`config.mk`:
```
export PLATFORM = sky130hd
export DESIGN_NAME = apb_bridge_ctrl_flat
export DESIGN_NICKNAME = d
export VERILOG_FILES = /design/src/rtl/apb_bridge_pkg.sv /design/src/rtl/apb_bridge_ctrl_if.sv /design/src/rtl/apb_sel_decode.sv /design/src/rtl/apb_bridge_ctrl.sv /design/src/flat_wrapper.sv
export SDC_FILE = /design/constraint.sdc
export NUM_CORES = 1
export LEC_CHECK = 0
export BUFFER_PORTS_ARGS = -buffer_cell sky130_fd_sc_hd__buf_4
export CAP_MARGIN = 20
export CORE_AREA = 2 2 92 112
export DETAILED_ROUTE_END_ITERATION = 12
export DIE_AREA = 0 0 94 114
export PLACE_DENSITY = 0.89
export SYNTH_ARGS = -nofsm -noshare
export SYNTH_HDL_FRONTEND = slang
export SYNTH_HIERARCHICAL = 1
export SYNTH_SLANG_ARGS = --single-unit
```
`constraint.sdc`:
```
create_clock -name hclk -period 2.5 [get_ports hclk]
set_input_delay 0.375 -clock hclk [delete_from_list [all_inputs] [get_ports hclk]]
set_output_delay 0.375 -clock hclk [all_outputs]
set_load 0.02 [all_outputs]
```
`src/rtl/apb_bridge_pkg.sv`:
```
// rtl/apb_bridge_pkg.sv - shared types, constants and helpers for the AHB-to-APB bridge
package apb_bridge_pkg;

    typedef enum logic [2:0] {
        S_IDLE   = 3'd0,
        S_WWAIT  = 3'd1,
        S_SETUP  = 3'd2,
        S_ACCESS = 3'd3,
        S_ERR1   = 3'd4,
        S_ERR2   = 3'd5
    } apb_state_t;

    localparam logic HRESP_OKAY  = 1'b0;
    localparam logic HRESP_ERROR = 1'b1;

    function automatic int clog2(input int value);
        int r;
        r = 0;
        while ((1 << r) < value) begin
            r = r + 1;
        end
        return r;
    endfunction

endpackage

```
`src/rtl/apb_bridge_ctrl_if.sv`:
```
// rtl/apb_bridge_ctrl_if.sv - AHB-side and APB-side signal bundle of the bridge
interface apb_bridge_ctrl_if #(
    parameter int ADDR_W     = 32,
    parameter int DATA_W     = 32,
    parameter int NUM_SLAVES = 3
);
    logic                  valid;
    logic [ADDR_W-1:0]     haddr;
    logic                  hwrite;
    logic [DATA_W-1:0]     hwdata;
    logic                  hreadyout;
    logic                  hresp;
    logic [DATA_W-1:0]     hrdata;
    logic [NUM_SLAVES-1:0] psel;
    logic                  penable;
    logic                  pwrite;
    logic [ADDR_W-1:0]     paddr;
    logic [DATA_W-1:0]     pwdata;
    logic [DATA_W-1:0]     prdata;
    logic                  pready;
    logic                  pslverr;

    modport master (
        input  valid, haddr, hwrite, hwdata, prdata, pready, pslverr,
        output hreadyout, hresp, hrdata, psel, penable, pwrite, paddr, pwdata
    );

    modport slave (
        output valid, haddr, hwrite, hwdata, prdata, pready, pslverr,
        input  hreadyout, hresp, hrdata, psel, penable, pwrite, paddr, pwdata
    );
endinterface

```
`src/rtl/apb_sel_decode.sv`:
```
// rtl/apb_sel_decode.sv - extracts the APB slave index from haddr and flags out-of-range slaves
module apb_sel_decode
    import apb_bridge_pkg::*;
#(
    parameter int NUM_SLAVES = 3,
    parameter int SEL_LSB    = 12,
    parameter int ADDR_W     = 32,
    localparam int SEL_W     = (NUM_SLAVES <= 1) ? 1 : clog2(NUM_SLAVES)
) (
    input  logic [ADDR_W-1:0] haddr,
    output logic [SEL_W-1:0]  idx,
    output logic              dec_err
);
    logic unused_haddr;

    assign idx          = haddr[SEL_LSB +: SEL_W];
    assign dec_err      = (32'(idx) >= NUM_SLAVES);
    assign unused_haddr = ^haddr;
endmodule

```
`src/rtl/apb_bridge_ctrl.sv`:
```
// rtl/apb_bridge_ctrl.sv - single-outstanding AHB-to-APB bridge FSM with wait states, slave errors and timeout
module apb_bridge_ctrl
    import apb_bridge_pkg::*;
#(
    parameter int ADDR_W     = 32,
    parameter int DATA_W     = 32,
    parameter int NUM_SLAVES = 3,
    parameter int SEL_LSB    = 12,
    parameter int TIMEOUT    = 16
) (
    input  logic                 hclk,
    input  logic                 hresetn,
    apb_bridge_ctrl_if.master    bus
);
    localparam int SEL_W = (NUM_SLAVES <= 1) ? 1 : clog2(NUM_SLAVES);
    localparam int CNT_W = (clog2(TIMEOUT + 1) < 1) ? 1 : clog2(TIMEOUT + 1);
    localparam logic [CNT_W-1:0] CNT_LAST = (TIMEOUT == 0) ? '0 : CNT_W'(TIMEOUT - 1);

    apb_state_t        state, state_nxt;
    logic [SEL_W-1:0]  dec_idx, idx_q;
    logic              dec_err;
    logic [CNT_W-1:0]  cnt;
    logic [ADDR_W-1:0] paddr_q;
    logic              pwrite_q;
    logic [DATA_W-1:0] pwdata_q, hrdata_q;
    logic              timed_out;

    apb_sel_decode #(
        .NUM_SLAVES(NUM_SLAVES),
        .SEL_LSB   (SEL_LSB),
        .ADDR_W    (ADDR_W)
    ) u_dec (
        .haddr  (bus.haddr),
        .idx    (dec_idx),
        .dec_err(dec_err)
    );

    assign timed_out = (TIMEOUT != 0) && (cnt == CNT_LAST);

    always_ff @(posedge hclk) begin
        if (!hresetn) begin
            state    <= S_IDLE;
            idx_q    <= '0;
            cnt      <= '0;
            paddr_q  <= '0;
            pwrite_q <= 1'b0;
            pwdata_q <= '0;
            hrdata_q <= '0;
        end else begin
            state <= state_nxt;
            case (state)
                S_IDLE: begin
                    if (bus.valid) begin
                        paddr_q  <= bus.haddr;
                        pwrite_q <= bus.hwrite;
                        idx_q    <= dec_idx;
                    end
                end
                S_WWAIT: pwdata_q <= bus.hwdata;
                S_SETUP: cnt <= '0;
                S_ACCESS: begin
                    if (bus.pready && !bus.pslverr && !pwrite_q) begin
                        hrdata_q <= bus.prdata;
                    end
                    // Saturating so a disabled or oversized timeout never wraps.
                    if (!bus.pready && (cnt != '1)) begin
                        cnt <= cnt + 1'b1;
                    end
                end
                default: ;
            endcase
        end
    end

    always_comb begin
        state_nxt = state;
        case (state)
            S_IDLE: begin
                if (bus.valid) begin
                    if (dec_err)         state_nxt = S_ERR1;
                    else if (bus.hwrite) state_nxt = S_WWAIT;
                    else                 state_nxt = S_SETUP;
                end
            end
            S_WWAIT:  state_nxt = S_SETUP;
            S_SETUP:  state_nxt = S_ACCESS;
            S_ACCESS: begin
                if (bus.pready)     state_nxt = bus.pslverr ? S_ERR1 : S_IDLE;
                else if (timed_out) state_nxt = S_ERR1;
            end
            S_ERR1:   state_nxt = S_ERR2;
            S_ERR2:   state_nxt = S_IDLE;
            default:  state_nxt = S_IDLE;
        endcase
    end

    always_comb begin
        bus.psel      = '0;
        bus.penable   = 1'b0;
        bus.hreadyout = 1'b0;
        bus.hresp     = HRESP_OKAY;
        case (state)
            S_IDLE:   bus.hreadyout = 1'b1;
            S_SETUP:  bus.psel = NUM_SLAVES'(1) << idx_q;
            S_ACCESS: begin
                bus.psel    = NUM_SLAVES'(1) << idx_q;
                bus.penable = 1'b1;
            end
            S_ERR1:   bus.hresp = HRESP_ERROR;
            S_ERR2: begin
                bus.hresp     = HRESP_ERROR;
                bus.hreadyout = 1'b1;
            end
            default: ;
        endcase
    end

    assign bus.paddr  = paddr_q;
    assign bus.pwrite = pwrite_q;
    assign bus.pwdata = pwdata_q;
    assign bus.hrdata = hrdata_q;
endmodule

```
`src/flat_wrapper.sv`:
```
// flat-port wrapper written by rule: the top's interface ports become plain ports
module apb_bridge_ctrl_flat import apb_bridge_pkg::*;
#(
    parameter int ADDR_W     = 32,
    parameter int DATA_W     = 32,
    parameter int NUM_SLAVES = 3,
    parameter int SEL_LSB    = 12,
    parameter int TIMEOUT    = 16
)
  (hclk, hresetn, bus_valid, bus_haddr, bus_hwrite, bus_hwdata, bus_prdata, bus_pready, bus_pslverr, bus_hreadyout, bus_hresp, bus_hrdata, bus_psel, bus_penable, bus_pwrite, bus_paddr, bus_pwdata);
  apb_bridge_ctrl_if #(.ADDR_W(ADDR_W), .DATA_W(DATA_W), .NUM_SLAVES(NUM_SLAVES)) bus_i ();
  input  logic hclk;
  input  logic hresetn;
  input wire logic [$bits(bus_i.valid)-1:0] bus_valid;
  input wire logic [$bits(bus_i.haddr)-1:0] bus_haddr;
  input wire logic [$bits(bus_i.hwrite)-1:0] bus_hwrite;
  input wire logic [$bits(bus_i.hwdata)-1:0] bus_hwdata;
  input wire logic [$bits(bus_i.prdata)-1:0] bus_prdata;
  input wire logic [$bits(bus_i.pready)-1:0] bus_pready;
  input wire logic [$bits(bus_i.pslverr)-1:0] bus_pslverr;
  output wire logic [$bits(bus_i.hreadyout)-1:0] bus_hreadyout;
  output wire logic [$bits(bus_i.hresp)-1:0] bus_hresp;
  output wire logic [$bits(bus_i.hrdata)-1:0] bus_hrdata;
  output wire logic [$bits(bus_i.psel)-1:0] bus_psel;
  output wire logic [$bits(bus_i.penable)-1:0] bus_penable;
  output wire logic [$bits(bus_i.pwrite)-1:0] bus_pwrite;
  output wire logic [$bits(bus_i.paddr)-1:0] bus_paddr;
  output wire logic [$bits(bus_i.pwdata)-1:0] bus_pwdata;
  assign bus_i.valid = bus_valid;
  assign bus_i.haddr = bus_haddr;
  assign bus_i.hwrite = bus_hwrite;
  assign bus_i.hwdata = bus_hwdata;
  assign bus_i.prdata = bus_prdata;
  assign bus_i.pready = bus_pready;
  assign bus_i.pslverr = bus_pslverr;
  assign bus_hreadyout = bus_i.hreadyout;
  assign bus_hresp = bus_i.hresp;
  assign bus_hrdata = bus_i.hrdata;
  assign bus_psel = bus_i.psel;
  assign bus_penable = bus_i.penable;
  assign bus_pwrite = bus_i.pwrite;
  assign bus_paddr = bus_i.paddr;
  assign bus_pwdata = bus_i.pwdata;
  apb_bridge_ctrl #(.ADDR_W(ADDR_W), .DATA_W(DATA_W), .NUM_SLAVES(NUM_SLAVES), .SEL_LSB(SEL_LSB), .TIMEOUT(TIMEOUT)) u_core (.hclk(hclk), .hresetn(hresetn), .bus(bus_i));
endmodule
```
==> impl_metrics.tcl, run 1 <==
set metrics [dict create \
    p_leak_nw 2.62 \
    hold_viol 0 \
    mappedNetlistArea_um2 4370 \
    synth_edf_count 0 \
    slew_headroom_pct 56.1 \
    area_delta_synth_final_pct 41.9 \
    diodes 0 \
    period_share_pct 83.3 \
    yosysSeqAreaShare_pct 49.0 \
    dr.first_iter.drc_count 207 \
    numCtsBuffers 9 \
    antenna_found_initial 0 \
    rows 40 \
    clk_latency_ns 0.34 \
    synthFlopType "dfxtp_1" \
    min_path_type "input port to flop" \
    drc 0 \
    yosysWarnings 6 \
    synthDistinctLibCells 36 \
    grtUsageTotal_pct 21.3 \
    root_buffer "clkbuf_16" \
    clock_sinks 107 \
    worst_hold_slack_ns 0.278 \
    cts_tree "built" \
    tightest_slew_ns 0.659 \
    first_global_vias 4081 \
    synth_nets 613 \
    drive_gt1_share_pct 34.0 \
    vias 4189 \
    nNetsFinal 792 \
    r2r_slack_ns 0.53 \
    cp_max_fo 17 \
    async_flop_share_pct 0 \
    fin_skew_ns 0.00608 \
    n_fill_cell 802 \
    rsz0062_at_grt "false" \
    slew_viol_final 0 \
    crit_required_ns 2.12 \
    core_um2 9760 \
    synth_seq_cells 107 \
    gp_congestion 0.810 \
    synth.avg_cell_area_um2 8.60 \
    routed_wl_um 11500 \
    max_cap_viol_count 0 \
    gr-total-overflow 0 \
    fin_crit_ns 2.08 \
    power_w 0.00401 \
    status "finished, final reports clean" \
    ioPinCount 205 \
    htreeDepth 3 \
    start_kind "flop" \
    fp.dieH_um 114 \
    first_pass_iters 6 \
    critical_path_class "flop to primary output" \
    initial_utilization_pct 44.8 \
    io_buffer_count 204 \
    cp_data_arrival_time_ns 1.71 \
    ant_nets 0 \
    die_w_um 94 \
    power-per-cell-area_nw_per_um2 647 \
    clockBufferDepth 2 \
    avgViaCountPerCell 5.12 \
    vdd.ir_drop.worst_mv 0.352 \
    cp-end-kind "primary output" \
    syn_inst 508 \
    max_freq_ghz 0.480 \
    final.setup.tns_ns 0 \
    setup_viol 0 \
    grt_max_degree 51 \
    die_area_um2 10700 \
    routedWlPerCell_um 14.1 \
    dp.final_hpwl_um 8190 \
    cts_setup_buffers 0 \
    clk_pin_slew_ns 0.07 \
    grt_pass1_wl_um 18400 \
]
Yosys cell counts (all sizes together), types with 3 or more instances:
cell | count | area share [%]
ha | 3 | 0.86
buf | 26 | 3.7
nor2 | 5 | 0.43
inv | 5 | 0.43
or4 | 4 | 0.69
or4b | 3 | 0.77
o21ai | 35 | 4.0
nor3b | 3 | 0.63
o31ai | 3 | 0.52
dfxtp | 107 | 49
clkbuf | 19 | 1.6
nand3 | 33 | 3.8
a21boi | 102 | 18
nand2 | 138 | 12
power by group:
group	total, W	switching [W]	internal, W
registers	0.00189	0.0000782	0.00181
logic	0.000813	0.000451	0.000362
clock network	0.00131	0.000612	0.000703
total	0.00401	0.00114	0.00287
worst max-delay path, stage by stage (launching register included):
cell and delay (ns):
dfxtp_2 0.54, nand2b_1 0.31, nor3b_1 0.34, buf_4 0.19
cell usage in the layout (no fill, tap or decap), drive strengths merged, types with 3 or more instances in the layout:
cell type	netlist	routed
buf	26	213
nand2	138	138
dfxtp	107	107
a21boi	102	102
o21ai	35	35
nand3	33	33
clkbuf	19	10
inv	5	6
nor2	5	5
or4	4	4
clkinv	0	4
o31ai	3	3
ha	3	3
nor3b	3	3
or4b	3	3
cell families after synthesis:
family                   count (synthesis)  share of synthesized area, %
AO/OA/AOI/OAI                          149                          23.6
XOR/XNOR                                 1                         0.200
adder cells (fa/ha/maj)                  3                         0.859
buffers and inverters                   50                          5.78
flip-flops                             107                          49.0
AND/OR/NAND/NOR                        198                          20.5
area by class of cell:
class	instances	area [µm²]	share of cell area [%]
Timing Repair Buffer	213	1610	26.0
Sequential cell	107	2140	34.6
Clock inverter	6	40.0	0.646
Inverter	5	18.8	0.303
Multi-Input combinational cell	351	1990	32.1
Tap cell	126	158	2.54
Clock buffer	10	239	3.85
flip-flops by register name, summed over array words and instances, names as in the netlist:
| name | count |
|---|---|
| u_core/idx_q | 2 |
| u_core/state | 3 |
| u_core/bus.hrdata | 32 |
| u_core/bus.pwrite | 1 |
| u_core/cnt | 5 |
| u_core/bus.paddr | 32 |
| u_core/bus.pwdata | 32 |
worst paths after layout:
| check | startpoint | end | cells after the start |
|---|---|---|---|
| min | bus_hwdata[26] | u_core/bus.pwdata[26] | 3 |
| min reg2reg | u_core/bus.pwdata[26] | u_core/bus.pwdata[26] | 2 |
| max reg2reg | u_core/cnt[0] | u_core/cnt[3] | 6 |
| max | u_core/state[1] | bus_psel[1] | 3 |
metal layers:
layer	GRT usage [%]	routed length [µm]	up-vias
li1	-	-	2072
met1	23.4	4440	1932
met2	37.8	5940	168
met3	6.27	942	17
met4	9.08	209	0
met5	0	0	-
what timing repair did:
action                                  4_1_cts  5_1_grt
hold buffers                                  0        0
endpoints found under the setup margin        0        1
gates resized for setup                       0        1
hold endpoints to repair                      0        0
through the flow:
stage	setup WS [ns]	instances	area [µm²]	util [%]
final	0.416	818	6200	63.5
after global routing	0.290	818	6200	63.5
after CTS	0.147	818	6200	63.5
after detailed placement	0.535	802	5920	60.7
after global placement	0.693	802	5920	60.7
after floorplan	0.743	508	4370	-
No activity file was read; power rests on OpenSTA's default activity.
==> run 2: changes to the inputs <==
==> constraint.sdc (replaced) <==
create_clock -name hclk -period 2 [get_ports hclk]
set_input_delay 0.3 -clock hclk [delete_from_list [all_inputs] [get_ports hclk]]
set_output_delay 0.3 -clock hclk [all_outputs]
set_load 0.02 [all_outputs]
==> run 2 against run 1 <==
Effect of this change: combinational power is 28% higher; final area up 0.28%; clock skew hardly changed.
==> impl_metrics.tcl, run 2 (synthesized netlist as in run 1, its figures left out) <==
set metrics [dict create \
    status "finished, final reports clean" \
    dp_slack_ns 0.0843 \
    holdPathEnd "u_core/bus.pwdata[24]" \
    cts_tree "built" \
    numCtsBuffers 9 \
    rows 40 \
    drc 0 \
    clockBufferDepth 2 \
    root_buffer "clkbuf_16" \
    reg2reg_depth 6 \
    ant_nets 0 \
    nNetsFinal 794 \
    fin_skew_ns 0.00603 \
    core_um2 9760 \
    area_delta_synth_final_pct 42.3 \
    layout_common_cells "buf_4, nand2_1, dfxtp_1" \
    crit_required_ns 2.26 \
    p_leak_nw 2.63 \
    max_stage_delay_ns 0.47 \
    vias 4207 \
    avgViaCountPerCell 5.14 \
    r2r-end "u_core/cnt[3]" \
    slew_headroom_pct 57.4 \
    grt_max_degree 38 \
    first_global_vias 4047 \
    clock_sinks 107 \
    path_delay_family "simple AND/OR/NAND/NOR gates" \
    fp.dieH_um 114 \
    rsz0062_at_grt "false" \
    routedWlPerCell_um 14.4 \
    fin_ws_ns 0.0902 \
    cts_resized 0 \
    die_w_um 94 \
    io_buffer_count 204 \
    power-per-cell-area_nw_per_um2 817 \
    setup_viol 0 \
    hold_start "bus_hwdata[24]" \
    critPathSlowestCell "or4_1" \
    r2r_start "u_core/cnt[0]" \
    clk_latency_ns 0.34 \
    hold_path_depth 3 \
    routed_wl_um 11800 \
    worst-path-buf-inv 0 \
    first_pass_iters 5 \
    htreeDepth 3 \
    grtUsageTotal_pct 20.8 \
    tightest_slew_ns 0.638 \
    initial_utilization_pct 44.8 \
    cts_setup_buffers 0 \
    antenna_found_initial 0 \
    vdd.ir_drop.worst_mv 0.494 \
    slew_viol_final 0 \
    n_fill_cell 826 \
    dp.final_hpwl_um 8330 \
    cts_hold_buf 0 \
    drive_gt1_share_pct 33.9 \
    die_area_um2 10700 \
    max_cap_viol_count 0 \
    min_path_type "input port to flop" \
    cp_data_arrival_time_ns 2.17 \
    mostFrequentLayoutCell "buf_4" \
    diodes 0 \
    final.setup.tns_ns 0 \
    path_cells "ha_1 > and3_1 > ha_2 > o21a_2 > or4_1 > a21oi_1" \
    ioPinCount 205 \
    gr-total-overflow 0 \
    grt_pass1_wl_um 17900 \
    cp-end-kind "flop" \
    period_share_pct 95.5 \
    critical_path_class "flop to flop" \
    cp_max_fo 7 \
    clk_pin_slew_ns 0.07 \
    gp_congestion 0.808 \
    max_freq_ghz 0.524 \
    start_kind "flop" \
    fin_crit_ns 1.91 \
    hold_viol 0 \
    r2r_slack_ns 0.09 \
    dr.first_iter.drc_count 143 \
]
[run 2: cell types whose count changed in the layout (fill, tap and decap cells not counted), sizes merged]
cell	before	now
clkbuf	10	12
inv	6	5
buf	213	215
clkinv	4	2
clkinvlp	1	0
bufinv	0	1
[run 2: how the worst max path moves through the flow]
stage / slack, ns / end / cells past startpoint / start
final: 0.09 / u_core/cnt[3] / 6 / u_core/cnt[0]
after global routing: 0.005 / bus_psel[2] / 3 / u_core/state[2]
after CTS: 0.06 / u_core/cnt[3] / 6 / u_core/cnt[0]
after detailed placement: 0.08 / u_core/cnt[3] / 6 / u_core/cnt[0]
after global placement: 0.19 / u_core/cnt[3] / 6 / u_core/cnt[0]
after floorplan: 0.24 / u_core/cnt[3] / 6 / u_core/cnt[0]
[run 2: through the flow]
step | instances | hold WS, ns | instance area, µm² | power, W | util, %
after floorplan | 508 | 0.413 | 4370 | 0.00298 | -
after global placement | 804 | 0.441 | 5930 | 0.00340 | 60.8
after detailed placement | 804 | 0.447 | 5930 | 0.00343 | 60.8
after CTS | 819 | 0.194 | 6210 | 0.00511 | 63.6
after global routing | 819 | 0.198 | 6220 | 0.00530 | 63.7
final | 819 | 0.206 | 6220 | 0.00508 | 63.7
[run 2: power breakdown]
part | internal (W) | switching (W) | leakage [nW]
clock network | 0.000961 | 0.000728 | 0.136
logic | 0.000462 | 0.000580 | 1.62
registers | 0.00226 | 0.0000858 | 0.869
[run 2: tightest hold or removal path: stages]
cell      delay (ns)
buf_4           0.11
nand2_1         0.05
a21boi_1        0.05
[run 2: cell type report]
cell class / instances / area, µm² / share of cell area (%)
sequential: 107 / 2140 / 34.5
tap: 126 / 158 / 2.54
clock inverter: 3 / 40.0 / 0.644
timing repair buffer: 215 / 1630 / 26.2
clock buffer: 12 / 236 / 3.80
multi-input combinational: 351 / 2000 / 32.1
inverter: 5 / 18.8 / 0.302
[run 2: layer usage]
metal / vias up / routed length [µm] / GRT usage (%)
li1: 2075 / - / -
met5: - / 0 / 0
met2: 186 / 5940 / 36.3
met4: 0 / 334 / 10.3
met1: 1918 / 4540 / 22.5
met3: 28 / 947 / 6.61
